[config.mk]
export PLATFORM = sky130hd
export DESIGN_NAME = tile_addr_gen
export DESIGN_NICKNAME = d
export VERILOG_FILES = /design/src/rtl/tile_addr_gen.sv
export SDC_FILE = /design/constraint.sdc
export NUM_CORES = 1
export LEC_CHECK = 0
export CAP_MARGIN = 20
export CORE_ASPECT_RATIO = 2
export CORE_UTILIZATION = 50
export DETAILED_ROUTE_END_ITERATION = 10
export PLACE_DENSITY = 0.76
export SETUP_SLACK_MARGIN = 0.05
export SLEW_MARGIN = 0
export SYNTH_ARGS = -nofsm -noshare
export SYNTH_HDL_FRONTEND = slang
export SYNTH_SLANG_ARGS = --single-unit
[constraint.sdc]
create_clock -name clk -period 3.4 [get_ports clk]
set_input_delay 0.51 -clock clk [delete_from_list [all_inputs] [get_ports clk]]
set_output_delay 0.51 -clock clk [all_outputs]
set_load 0.01 [all_outputs]
[src/rtl/tile_addr_gen.sv]
// tile_addr_gen: walks a CHS x ROWS x COLS tile in row-major order, one buffer address per enabled cycle.
// Optional macro TILE_ADDR_PITCH_EN: rows advance by ROW_PITCH instead of COLS (padded buffer rows).
module tile_addr_gen #(
   parameter int unsigned AW        = 16,
   parameter int unsigned COLS      = 8,
   parameter int unsigned ROWS      = 4,
   parameter int unsigned CHS       = 2,
   parameter int unsigned ROW_PITCH = 8
) (
   input  logic          clk,
   input  logic          rst,
   input  logic          start,
   input  logic          ena,
   input  logic [AW-1:0] base_addr,
   output logic [AW-1:0] addr,
   output logic          addr_vld,
   output logic          busy,
   output logic          done
);
   localparam int unsigned CW = (COLS > 1) ? $clog2(COLS) : 1;
   localparam int unsigned RW = (ROWS > 1) ? $clog2(ROWS) : 1;
   localparam int unsigned KW = (CHS  > 1) ? $clog2(CHS)  : 1;
   localparam logic [CW-1:0] C_LAST = CW'(COLS - 1);
   localparam logic [RW-1:0] R_LAST = RW'(ROWS - 1);
   localparam logic [KW-1:0] K_LAST = KW'(CHS - 1);
`ifdef TILE_ADDR_PITCH_EN
   localparam logic [AW-1:0] PITCH = AW'(ROW_PITCH);
`else
   // Dense rows: ROW_PITCH multiplies out to zero and adds no hardware.
   localparam logic [AW-1:0] PITCH = AW'(COLS + ROW_PITCH * 0);
`endif

   typedef enum logic [1:0] {IDLE, RUN, DONE} state_t;

   state_t        state;
   logic [CW-1:0] c;
   logic [RW-1:0] r;
   logic [KW-1:0] k;
   logic [AW-1:0] row_base;
   logic [AW-1:0] cur_addr;

   // Channel stride is never computed: it is ROWS successive row advances.
   assign cur_addr = row_base + AW'(c);

   always_ff @(posedge clk or negedge rst) begin
      if (!rst) begin
         state    <= IDLE;
         c        <= '0;
         r        <= '0;
         k        <= '0;
         row_base <= '0;
         addr     <= '0;
         addr_vld <= 1'b0;
         busy     <= 1'b0;
         done     <= 1'b0;
      end else begin
         addr_vld <= 1'b0;
         done     <= 1'b0;
         case (state)
            IDLE: begin
               if (start) begin
                  state    <= RUN;
                  busy     <= 1'b1;
                  row_base <= base_addr;
                  c        <= '0;
                  r        <= '0;
                  k        <= '0;
               end
            end
            RUN: begin
               if (ena) begin
                  addr     <= cur_addr;
                  addr_vld <= 1'b1;
                  if (c == C_LAST) begin
                     c        <= '0;
                     row_base <= row_base + PITCH;
                     if (r == R_LAST) begin
                        r <= '0;
                        if (k == K_LAST) begin
                           k     <= '0;
                           state <= DONE;
                        end else begin
                           k <= k + 1'b1;
                        end
                     end else begin
                        r <= r + 1'b1;
                     end
                  end else begin
                     c <= c + 1'b1;
                  end
               end
            end
            DONE: begin
               state <= IDLE;
               busy  <= 1'b0;
               done  <= 1'b1;
            end
            default: state <= IDLE;
         endcase
      end
   end
endmodule

==> impl_metrics.sql, run 1 <==
INSERT INTO impl_metrics (metric_group, metric, value, unit) VALUES
('outcome', 'run_status', 'finished, final reports clean', ''),
('logic_synthesis', 'synth_area_per_cell', '9.673', 'um^2'),
('logic_synthesis', 'synth_top_flop_cell', 'dfrtp_1', ''),
('layout', 'final_design_area_no_fill', '0.002819', 'mm^2'),
('critical_path', 'critPathKind', 'register to register', ''),
('grt', 'grt_pass1_wl', '8480', 'um'),
('grt', 'global_route.overflow_total', '0', ''),
('placement', 'port_buffers', '38', ''),
('placement', 'preCtsSetupSlack', '947.3', 'ps'),
('clock_network', 'clk_latency', '290', 'ps'),
('layout', 'seq_area', '0.001076', 'mm^2'),
('timing', 'max_slew.worst_pin.slew', '955.7', 'ps'),
('clock_network', 'tritoncts', 'done', ''),
('worst_hold_path', 'hp-class', 'primary input to asynchronous set/reset pin', ''),
('clock_network', 'cell_at_the_root_of_the_clock_tree', 'clkbuf_8', ''),
('drt', 'detail-route-antenna-nets', '0', ''),
('grt', 'first_global_vias', '1837', ''),
('layout', 'final_layout_size_suffix_gt1_frac', '0.09191', ''),
('grt', 'overall_routing_resource_usage', '0.2218', ''),
('logic_synthesis', 'synth-edff-count', '0', ''),
('clock_network', 'cts_max_level', '2', ''),
('floorplanning', 'fp.dieW', '50.68', 'um'),
('clock_network', 'cts-resized-gates', '0', ''),
('timing', 'worst_slew_margin_rel', '0.3629', ''),
('layout', 'multiInputGateArea', '0.001164', 'mm^2'),
('power', 'p_leak', '1.156', 'nW'),
('timing', 'timing.final.crit_share', '0.6900', ''),
('layout', 'finish.utilization', '0.6131', ''),
('critical_path', 'kind_of_start_point_of_the_critical_path', 'register', ''),
('drt', 'vias_per_cell', '5.890', ''),
('layout', 'layout.nets', '299', ''),
('logic_synthesis', 'synth_sequential_area_ratio', '0.4541', ''),
('floorplanning', 'core.rowCount', '35', ''),
('logic_synthesis', 'ys_top_cells_by_area', 'dfrtp_1, nand2_1, o21ai_0', ''),
('timing', 'final-setup-viol-count', '0', ''),
('clock_network', 'cts_post_setup_buffers_inserted', '0', ''),
('power', 'worst_supply_voltage_drop_on_vdd', '0.0004313', 'V'),
('floorplanning', 'starting_density', '0.5154', ''),
('clock_network', 'clkSinkCount', '43', ''),
('clock_network', 'cts-root-to-sink-buffers', '2', ''),
('drt', 'routed-via-count', '1926', ''),
('timing', 'achievable-frequency', '426.3', 'MHz'),
('grt', 'number_of_antenna_violations_at_the_first_check_in_global_routing', '0', ''),
('critical_path', 'end_kind', 'register', ''),
('logic_synthesis', 'flip_flop_and_latch_count_after_synthesis', '43', ''),
('power', 'total_power_per_unit_cell_area', '572.3', 'mW/mm^2'),
('logic_synthesis', 'synth_cell_types', '50', ''),
('timing', 'holdWs', '366.6', 'ps'),
('drt', 'drt-initial-drc-count', '56', ''),
('critical_path', 'cpLargestDelayFamily', 'simple AND/OR/NAND/NOR gates', ''),
('placement', 'half_perimeter_wire_length_after_detailed_placement', '3733', 'um'),
('logic_synthesis', 'yosysWarningCount', '0', ''),
('critical_path', 'critPathBufInv', '0', ''),
('floorplanning', 'die-height', '99.36', 'um'),
('critical_path', 'cpMaxStageDelayCell', 'dfrtp_1', ''),
('layout', 'layout-area-overhead-vs-synth', '18.95', '%'),
('job', 'count_of_maximum_capacitance_violations', '0', ''),
('logic_synthesis', 'synth_area', '0.002370', 'mm^2'),
('critical_path', 'cp_data_required_time', '3580', 'ps'),
('layout', 'layout_commonest_cell', 'dfrtp_1', ''),
('critical_path', 'timing.critical_path.arrival', '2520', 'ps'),
('floorplanning', 'design.core.area', '0.004598', 'mm^2'),
('timing', 'maxSlewViolCount', '0', ''),
('placement', 'placement.cell_area', '0.002706', 'mm^2'),
('floorplanning', 'design.die.area', '0.005036', 'mm^2'),
('logic_synthesis', 'synthesis.nets', '273', ''),
('drt', 'dr.pass1.iters', '4', ''),
('clock_network', 'post_cts_hold_buffer_count', '0', ''),
('drt', 'route.final.wire_length', '5012', 'um'),
('critical_path', 'timing.critical_path.cells', 'nand4b_1, nand2b_1, and4_1, nor3_1', ''),
('floorplanning', 'design.portCount', '39', '');
-- cell type report --
class	count	area share
clock buffers	5	0.02441
clock inverters	3	0.01553
inverters	4	0.005326
multi-input cells	178	0.4128
flip-flops and latches	43	0.3817
well taps	55	0.02441
repair buffers	39	0.1358
-- cell usage after synthesis (all sizes together), types with 2 or more instances --
| library cell | number |
|---|---|
| o31ai | 4 |
| nand2 | 36 |
| a22o | 3 |
| o21ai | 21 |
| a211oi | 2 |
| o32ai | 4 |
| nor2 | 8 |
| ha | 7 |
| buf | 19 |
| dfrtp | 43 |
| inv | 4 |
| o22ai | 2 |
| nor2b | 3 |
| nand2b | 4 |
| nand3 | 8 |
| nand4 | 6 |
| a31oi | 5 |
| xor2 | 3 |
| a2bb2oi | 3 |
| or3 | 5 |
| and4 | 3 |
| nor3 | 4 |
| xnor2 | 8 |
| mux2 | 3 |
| nor3b | 2 |
| a21oi | 17 |
| o21bai | 3 |
-- flip-flops by register name, summed over array words and instances, names as in the netlist --
register	flops
k	1
done	1
row_base	16
busy	1
r	2
addr_vld	1
c	3
addr	16
state	2
-- cells by family after synthesis --
logic type                 after synthesis  share of synthesized area
buffers and inverters                   24                    0.05491
xor gates and xnor gates                11                    0.04066
AOI/OAI and AO/OA                       70                     0.1885
adders and majority gates                8                    0.04541
and+or+nand+nor                         86                     0.2022
muxes                                    3                    0.01425
DFF                                     43                     0.4541
-- through the flow --
stage / std cells / total power, mW
floorplan: 245 / 1.041
global placement: 319 / 1.211
detailed placement: 319 / 1.234
CTS: 327 / 1.628
global route: 327 / 1.723
finish: 327 / 1.613
-- metal layers --
metal	GRT usage	vias up	share of wire
li1	-	932	-
met1	0.2420	927	0.40
met2	0.4226	61	0.56
met3	0.02294	6	0.029
met4	0.08120	0	0.014
met5	0	-	0
-- power breakdown --
part,internal [mW],leakage [nW],switching (mW)
logic,0.252,0.562,0.228
clock network,0.219,0.0581,0.174
registers,0.618,0.536,0.122
total,1.09,1.16,0.525
-- worst paths after layout --
path	startpoint	to	slack [ps]	cells after the start
max in group asynchronous	rst	row_base[12]$_DFFE_PN0P_	2440	1
max	state[0]$_DFFE_PN0P_	row_base[15]$_DFFE_PN0P_	1050	4
max reg2reg	state[0]$_DFFE_PN0P_	row_base[15]$_DFFE_PN0P_	1050	4
min in group clk	addr[11]$_DFFE_PN0P_	addr[11]$_DFFE_PN0P_	480	2
min	rst	row_base[13]$_DFFE_PN0P_	370	1
min reg2reg	addr[11]$_DFFE_PN0P_	addr[11]$_DFFE_PN0P_	480	2
No activity file was read; power rests on OpenSTA's default activity.
==> run 2: changes to the inputs <==
CORE_UTILIZATION = 48   (was 50)
clock period = 2.1 ns   (was 3.4 ns; I/O delays follow)
==> impl_metrics.sql, run 2 (synthesized netlist as in run 1, its figures left out) <==
INSERT INTO impl_metrics (metric_group, metric, value, unit) VALUES
('power', 'total_power_per_unit_cell_area', '889.2', 'mW/mm^2'),
('floorplanning', 'design.portCount', '39', ''),
('critical_path', 'max_stage_delay', '410', 'ps'),
('grt', 'global_route.overflow_total', '0', ''),
('drt', 'route.final.wire_length', '5116', 'um'),
('layout', 'layout_commonest_cell', 'dfrtp_1', ''),
('floorplanning', 'fp.dieW', '51.69', 'um'),
('timing', 'rsz0062_at_grt', 'false', ''),
('placement', 'globalplace.congestion', '0.9113', ''),
('job', 'count_of_maximum_capacitance_violations', '0', ''),
('timing', 'worst_slew_margin_rel', '0.6703', ''),
('layout', 'n_antenna_cell', '0', ''),
('clock_network', 'cts.reportedPaths.clkPinSlew', '80', 'ps'),
('worst_hold_path', 'hp-class', 'register to register', ''),
('layout', 'layout.nets', '312', ''),
('clock_network', 'cts_max_level', '2', ''),
('critical_path', 'end_kind', 'register', ''),
('clock_network', 'cts-root-to-sink-buffers', '2', ''),
('critical_path', 'timing.critical_path.arrival', '2100', 'ps'),
('critical_path', 'timing.critical_path.fanout_max', '6', ''),
('placement', 'half_perimeter_wire_length_after_detailed_placement', '3947', 'um'),
('power', 'internal_power', '1.750', 'mW'),
('critical_path', 'worstReg2RegStart', 'c[2]$_DFFE_PN0P_', ''),
('timing', 'timing.final.crit_share', '0.9026', ''),
('critical_path', 'kind_of_start_point_of_the_critical_path', 'register', ''),
('layout', 'layout-area-overhead-vs-synth', '23.18', '%'),
('timing', 'timing.clock.skew', '11.67', 'ps'),
('drt', 'vias_per_cell', '5.838', ''),
('power', 'p_seq_frac', '0.457', ''),
('critical_path', 'critPathKind', 'register to register', ''),
('placement', 'placement.cell_area', '0.002809', 'mm^2'),
('clock_network', 'cell_at_the_root_of_the_clock_tree', 'clkbuf_8', ''),
('worst_hold_path', 'hold_depth', '2', ''),
('critical_path', 'timing.critical_path.cells', 'ha_1, a21oi_2, a211o_1, or3_1, a31oi_1', ''),
('critical_path', 'cpMaxStageDelayCell', 'dfrtp_1', ''),
('power', 'p_leak', '1.215', 'nW'),
('floorplanning', 'design.core.area', '0.004686', 'mm^2'),
('grt', 'grt_max_degree', '26', ''),
('clock_network', 'clk_latency', '290', 'ps'),
('grt', 'first_global_vias', '1969', ''),
('drt', 'dr.pass1.iters', '4', ''),
('critical_path', 'rr_worst_depth', '5', ''),
('drt', 'detail-route-antenna-nets', '0', ''),
('clock_network', 'cts-buffers-inserted', '5', ''),
('grt', 'overall_routing_resource_usage', '0.2229', ''),
('layout', 'final_layout_size_suffix_gt1_frac', '0.1263', ''),
('timing', 'final-setup-viol-count', '0', ''),
('critical_path', 'cp_data_required_time', '2310', 'ps'),
('clock_network', 'tritoncts', 'done', ''),
('floorplanning', 'core.rowCount', '35', ''),
('power', 'power_spent_charging_and_discharging_nets', '0.8450', 'mW'),
('floorplanning', 'starting_density', '0.5057', ''),
('drt', 'routed_wl_per_cell', '15.05', 'um'),
('floorplanning', 'die-height', '101.4', 'um'),
('placement', 'preCtsSetupSlack', '216.1', 'ps'),
('outcome', 'run_status', 'finished, final reports clean', ''),
('layout', 'final_design_area_no_fill', '0.002919', 'mm^2'),
('timing', 'period_minus_slack', '1895', 'ps'),
('placement', 'post-place-cells', '331', ''),
('power', 'p_sw_frac', '0.3256', ''),
('critical_path', 'reg2reg_to', 'addr[15]$_DFFE_PN0P_', ''),
('layout', 'largest_registers', 'addr (16), row_base (16), c (3)', ''),
('power', 'worst_supply_voltage_drop_on_vdd', '0.0005669', 'V'),
('drt', 'routed-via-count', '1985', ''),
('power', 'proportion_of_power_drawn_by_the_clock_network', '0.220', ''),
('layout', 'finish.utilization', '0.6230', ''),
('placement', 'port_buffers', '38', ''),
('grt', 'grt_pass1_wl', '8804', 'um'),
('floorplanning', 'design.die.area', '0.005239', 'mm^2'),
('layout', 'fin_cells', '340', ''),
('worst_hold_path', 'hold_start', 'addr[0]$_DFFE_PN0P_', ''),
('worst_hold_path', 'timing.hold.worst_endpoint', 'addr[0]$_DFFE_PN0P_', ''),
('power', 'share_comb_of_total_power', '0.323', ''),
('timing', 'max_slew.worst_pin.slew', '494.5', 'ps'),
('timing', 'report.final.hold_viol_count', '0', ''),
('timing', 'setup_slack', '204.6', 'ps'),
('layout', 'final_cell_mix', 'dfrtp_1, clkdlybuf4s50_1, nand2_1', ''),
('timing', 'maxSlewViolCount', '0', ''),
('timing', 'achievable-frequency', '527.6', 'MHz'),
('drt', 'drc_errors', '0', ''),
('critical_path', 'r2r_setup_slack', '200', 'ps'),
('timing', 'timing.setup.tns', '0', 'ps'),
('clock_network', 'clkSinkCount', '43', ''),
('drt', 'drt-initial-drc-count', '55', ''),
('clock_network', 'cts-resized-gates', '0', ''),
('clock_network', 'cts_post_setup_buffers_inserted', '0', ''),
('grt', 'number_of_antenna_violations_at_the_first_check_in_global_routing', '0', '');
-- run 2: changes by cell type in the layout (fill, tap and decap cells not counted) --
| cell | previous run | this run |
|---|---|---|
| buf_4 | 1 | 12 |
| clkbuf_8 | 5 | 7 |
| buf_12 | 0 | 1 |
| bufinv_16 | 1 | 0 |
| clkbuf_1 | 0 | 1 |
| clkinv_2 | 1 | 0 |
| clkinv_4 | 1 | 0 |
| dlygate4sd3_1 | 0 | 1 |
-- run 2: layer usage --
metal	track usage	wire length, um	vias up
met2	0.3826	2718	71
met5	0	0	-
met3	0.02853	186	20
li1	-	-	956
met1	0.2560	1982	938
met4	0.1331	228	0
-- run 2: worst max-delay path by stage --
stage,startpoint,end,slack (ps),cells past startpoint
after detailed placement,start,row_base[12]$_DFFE_PN0P_,220,6
final,c[2]$_DFFE_PN0P_,addr[15]$_DFFE_PN0P_,200,5
after floorplan,c[0]$_DFFE_PN0P_,addr[14]$_DFFE_PN0P_,380,6
after global routing,c[0]$_DFFE_PN0P_,addr[14]$_DFFE_PN0P_,100,6
after CTS,c[2]$_DFFE_PN0P_,addr[15]$_DFFE_PN0P_,210,5
after global placement,start,row_base[15]$_DFFE_PN0P_,260,6
-- run 2: worst max-delay path, delay by kind of cell (launching register included) --
family	cells	cell delay, ps
fa+ha+maj	1	390
compound gates	3	650
simple gates	1	360
flops	1	410
-- run 2: stage by stage --
step,power (mW),hold slack [ps]
floorplan,1.685,19.41
global placement,2.010,309.6
detailed placement,2.044,311.2
CTS,2.613,487.6
global route,2.778,507.1
finish,2.596,477.1
-- run 2: power by group through the flow --
stage               Combinational [mW]  Sequential [mW]  Clock, mW
finish                           0.838             1.19      0.571
CTS                              0.846             1.19      0.581
global placement                 0.820             1.19          0
global route                     0.949             1.21      0.616
floorplan                        0.516             1.17          0
detailed placement               0.844             1.20          0
-- run 2: area by class of cell --
type / count / area (um^2)
fillers: 384 / 1767
multi-input cells: 178 / 1164
flip-flops and latches: 43 / 1076
repair buffers: 52 / 495.5
clock buffers: 8 / 100.1
well taps: 55 / 68.82
inverters: 4 / 15.01
-- run 2: timing repair --
action,CTS,global route
endpoints found under the setup margin,0,0
hold endpoints to repair,17,0
hold buffers,1,0
